<file path="config.mk">
export PLATFORM = sky130hd
export DESIGN_NAME = override_reg
export DESIGN_NICKNAME = d
export VERILOG_FILES = /design/src/rtl/override_pkg.sv /design/src/rtl/override_timer.sv /design/src/rtl/override_reg.sv
export SDC_FILE = /design/constraint.sdc
export NUM_CORES = 1
export LEC_CHECK = 0
export ABC_CLOCK_PERIOD_IN_PS = 1600
export CORE_AREA = 2 2 39 41
export DETAILED_ROUTE_END_ITERATION = 8
export DIE_AREA = 0 0 41 43
export PLACE_DENSITY = 0.62
export SYNTH_ARGS = -nofsm -noshare
export SYNTH_HDL_FRONTEND = slang
export SYNTH_SLANG_ARGS = --single-unit
</file>
<file path="constraint.sdc">
create_clock -name clk -period 1.6 [get_ports clk]
set_clock_uncertainty 0.15 [all_clocks]
set_input_delay 0.24 -clock clk [delete_from_list [all_inputs] [get_ports clk]]
set_output_delay 0.24 -clock clk [all_outputs]
set_load 0.005 [all_outputs]
</file>
<file path="src/rtl/override_pkg.sv">
// Shared state encoding for the override register: bit 1 = force active,
// bit 0 = hold active, so FORCED_HELD is simply both flags set.
package override_pkg;

  typedef enum logic [1:0] {
    NORMAL      = 2'd0,
    HELD        = 2'd1,
    FORCED      = 2'd2,
    FORCED_HELD = 2'd3
  } ovr_state_t;

  localparam int HOLD_BIT  = 0;
  localparam int FORCE_BIT = 1;

  function automatic ovr_state_t make_state(input logic forced, input logic held);
    return ovr_state_t'({forced, held});
  endfunction

endpackage

</file>
<file path="src/rtl/override_timer.sv">
// Force-duration counter: loads a cycle count, counts down while a force is
// active, and flags the cycle in which the force must release (0 = never).
module override_timer #(
  parameter int CNT_W = 4
) (
  input  logic             clk,
  input  logic             rst_n,
  input  logic             load_i,
  input  logic [CNT_W-1:0] load_val_i,
  input  logic             clr_i,
  input  logic             run_i,
  output logic             expire_o
);

  logic [CNT_W-1:0] cnt_q;

  // A reload in the same cycle restarts the duration, so it masks expiry.
  assign expire_o = run_i & ~load_i & (cnt_q == CNT_W'(1));

  always_ff @(posedge clk or negedge rst_n) begin
    if (!rst_n) begin
      cnt_q <= '0;
    end else if (load_i) begin
      cnt_q <= load_val_i;
    end else if (clr_i || expire_o) begin
      cnt_q <= '0;
    end else if (run_i && (cnt_q != '0)) begin
      cnt_q <= cnt_q - CNT_W'(1);
    end
  end

endmodule

</file>
<file path="src/rtl/override_reg.sv">
// Register with a hold override and an optional timed force override.
// The force path is built only when OVERRIDE_REG_FORCE_EN is defined.
module override_reg
  import override_pkg::*;
#(
  parameter int WIDTH = 2,
  parameter int CNT_W = 4
) (
  input  logic             clk,
  input  logic             rst_n,
  input  logic             wr_en,
  input  logic [WIDTH-1:0] wr_data,
  input  logic             hold_set,
  input  logic             hold_clr,
  input  logic [WIDTH-1:0] hold_data,
  input  logic             force_set,
  input  logic             force_clr,
  input  logic [WIDTH-1:0] force_data,
  input  logic [CNT_W-1:0] force_cycles,
  output logic [WIDTH-1:0] q,
  output logic [1:0]       state,
  output logic             force_done
);

  ovr_state_t       state_q, state_d;
  logic [WIDTH-1:0] base_q, base_d;
  logic [WIDTH-1:0] hold_val_q, hold_val_d;
  logic [WIDTH-1:0] q_q, q_d;
  logic             held, forced, held_d, forced_d;
  logic             force_set_eff, force_rel;
  logic [WIDTH-1:0] force_val_cur, force_val_nx;

  assign held   = state_q[HOLD_BIT];
  assign forced = state_q[FORCE_BIT];

`ifdef OVERRIDE_REG_FORCE_EN
  logic [WIDTH-1:0] force_val_q;
  logic             force_done_q;
  logic             expire;

  assign force_set_eff = force_set & ~force_clr;
  assign force_rel     = forced & (force_clr | expire);
  assign force_val_cur = force_val_q;
  assign force_val_nx  = force_set_eff ? force_data : force_val_q;
  assign force_done    = force_done_q;

  override_timer #(.CNT_W(CNT_W)) u_timer (
    .clk        (clk),
    .rst_n      (rst_n),
    .load_i     (force_set_eff),
    .load_val_i (force_cycles),
    .clr_i      (force_rel),
    .run_i      (forced),
    .expire_o   (expire)
  );

  always_ff @(posedge clk or negedge rst_n) begin
    if (!rst_n) begin
      force_val_q  <= '0;
      force_done_q <= 1'b0;
    end else begin
      force_val_q  <= force_val_nx;
      force_done_q <= expire;
    end
  end
`else
  logic unused_force;

  assign unused_force  = ^{force_set, force_clr, force_data, force_cycles};
  assign force_set_eff = 1'b0;
  assign force_rel     = 1'b0;
  assign force_val_cur = '0;
  assign force_val_nx  = '0;
  assign force_done    = 1'b0;
`endif

  always_comb begin
    held_d     = held;
    hold_val_d = hold_val_q;
    base_d     = base_q;
    // Clear beats set; while forced only the underlying hold is touched.
    if (hold_clr) begin
      held_d = 1'b0;
    end else if (hold_set) begin
      held_d     = 1'b1;
      hold_val_d = hold_data;
    end
    forced_d = forced ? ~force_rel : force_set_eff;
    if (!forced && !held && wr_en) begin
      base_d = wr_data;
    end else if (!forced && held && hold_clr) begin
      base_d = hold_val_q;
    end
    if (force_rel && !held_d) begin
      base_d = force_val_cur;
    end
    state_d = make_state(forced_d, held_d);
    q_d     = forced_d ? force_val_nx : (held_d ? hold_val_d : base_d);
  end

  always_ff @(posedge clk or negedge rst_n) begin
    if (!rst_n) begin
      state_q    <= NORMAL;
      base_q     <= '0;
      hold_val_q <= '0;
      q_q        <= '0;
    end else begin
      state_q    <= state_d;
      base_q     <= base_d;
      hold_val_q <= hold_val_d;
      q_q        <= q_d;
    end
  end

  assign q     = q_q;
  assign state = state_q;

endmodule
</file>
==> flow_summary.toml, run 1 <==
[status]
outcome = "finished, final reports clean"

[cts]
clk_pin_slew_worst_paths_ns = 0.05
root_buffer = "clkbuf_4"
cts_sinks = 7
h-tree-depth = 1
cts_tree = "built"
cts-buffers-inserted = 3
cts_buffer_depth = 2
cts_resized = 0
clk_latency_ns = 0.25

[layout]
diodes = 0
fillCellCount = 138
drive_gt1_share_pct = 27.5
multi_input_area_um2 = 136
syn_to_final_growth_pct = 51.9
final_nets = 58
regArea_um2 = 175
finalNonFillerCells = 56

[placed_design]
portBuffers = 11
post-place-ws_ns = -0.179
gp_congestion = 0.607
placed_cells = 50
hpwl_um = 505

[worst_setup_path]
crit_chain = "clkdlybuf4s50_1"
r2r-end = "q[1]"
cp.required_ns = 1.21
r2r_slack_ns = 0.31
reg2reg_from = "state[0]"
worstSetupEndpointType = "primary output"
cp.depth = 1
worstPathMaxFanout = 4
cp-start-kind = "register"
critPathBufInv = 1
arrival_ns = 1.15
slowest_delay_ns = 0.52
worstRegToRegCells = 3
path_class = "reg2out"
slowest_stage = "clkdlybuf4s50_1"
crit_family = "buffers and inverters"

[global_route]
grt_max_degree = 8
antenna_found_initial = 0
grt_pass1_wl_um = 883
grt_pass1_vias = 218
grt_usage_pct = 8.01
grt.overflow.total = 0

[power]
p_total_w = 0.000492
ir_drop_uv = 305
power.leakage_nw = 0.224
power-per-cell-area_nw_per_um2 = 1000

[timing]
setup_slack_ns = 0.0644
setup_viol = 0
period_share_pct = 96.0
hold_viol = 0
rsz0062_at_grt = "no"
max_freq_mhz = 651
slew_violations = 0
hold_slack_ns = 0.100
fin_setup_tns_ns = 0
layout_min_cycle_time_ns = 1.54

[routing]
wl_per_cell_um = 11.2
firstDrtPassIters = 1
routed_via_density = 3.86
drc_errors = 0
drtIter0Drc = 0
antenna_left = 0
vias = 216
wl_um = 625

[floorplan]
die_w_um = 41
rows = 14
die_h_um = 43
core_um2 = 1380
die_area_um2 = 1760
initial_core_util_pct = 23.3
ioPinCount = 22

[flow_run]
maxCapViolCount = 0

[logic_synthesis]
synthCells = 23
ys_seq_area_share_pct = 54.3
ys_ff_latch = 7
ys_warn_count = 0
synth_area_um2 = 323
synth_area_per_cell_um2 = 14.0
ys_types = 8

[hold_path]
hold_path_class = "in2async"
==> cells in the final DEF, fill, tap and decap left out <==
cell,synthesis,layout
buf_4,2,3
clkbuf_1,0,1
clkbuf_4,0,3
clkdlybuf4s50_1,0,11
conb_1,1,2
dfrtp_1,7,7
mux2_2,2,2
mux2_4,2,2
mux2i_1,6,6
nor2_1,2,2
nor2b_2,1,1
==> per-layer routing <==
layer / vias up / global-route usage [%] / routed length, um
met3: 0 / 4.71 / 81
met2: 15 / 9.38 / 251
met1: 93 / 10.3 / 292
met4: 0 / 6.00 / 0
li1: 108 / - / -
met5: - / 0 / 0
==> registers in the layout, indices dropped and copies added (netlist names) <==
signal      count
hold_val_q      2
q               2
state           1
base_q          2
==> cell usage after synthesis <==
master | number | area share, %
dfrtp_1 | 7 | 54
mux2i_1 | 6 | 19
buf_4 | 2 | 4.6
mux2_2 | 2 | 7.0
mux2_4 | 2 | 9.3
nor2_1 | 2 | 2.3
conb_1 | 1 | 1.2
nor2b_2 | 1 | 2.7
==> logic make-up after synthesis <==
group,count (synthesis),synth area share [%]
buffers and inverters,2,4.65
DFF,7,54.3
muxes,10,34.9
other,1,1.16
and+or+nand+nor,3,5.04
==> per-stage QoR <==
| stage | utilization (%) | instance area [um^2] |
|---|---|---|
| after floorplan | - | 327 |
| after global placement | 32.5 | 449 |
| after detailed placement | 32.5 | 449 |
| after CTS | 34.4 | 475 |
| after global routing | 35.4 | 490 |
| final | 35.4 | 490 |
==> timing repair <==
item | in CTS | in global routing
setup endpoints to repair | 0 | 1
hold buffers | 0 | 0
buffers inserted | 0 | 2
==> power by group <==
part | total [W] | internal (W) | switching [W]
combinational | 0.000115 | 0.0000772 | 0.0000375
sequential | 0.000220 | 0.000207 | 0.0000131
clock | 0.000157 | 0.0000950 | 0.0000620
==> how the worst max path moves through the flow <==
stage,to,start,slack (ns)
6_report,state[0],state[0],0.06
5_1_grt,state[0],state[0],0.02
4_1_cts,state[0],state[0],0.005
3_5_place_dp,q[0],hold_set,-0.18
3_3_place_gp,q[0],hold_set,-0.18
2_1_floorplan,q[0],hold_set,0.36
==> final cells by class <==
type,instances,share of cell area (%)
Multi-Input combinational cell,15,27.8
Sequential cell,7,35.7
Clock buffer,4,5.36
Timing Repair Buffer,14,27.0
Tap cell,16,4.08
(Power assumes the default switching activity.)
==> run 2: changes to the inputs <==
--- a/config.mk
+++ b/config.mk
@@ -10,6 +10,7 @@
 export DETAILED_ROUTE_END_ITERATION = 8
 export DIE_AREA = 0 0 41 43
 export PLACE_DENSITY = 0.62
+export SLEW_MARGIN = 20
 export SYNTH_ARGS = -nofsm -noshare
 export SYNTH_HDL_FRONTEND = slang
 export SYNTH_SLANG_ARGS = --single-unit
==> results of run 2 <==
No change in the layout: final DEF, timing and power equal those of run 1.
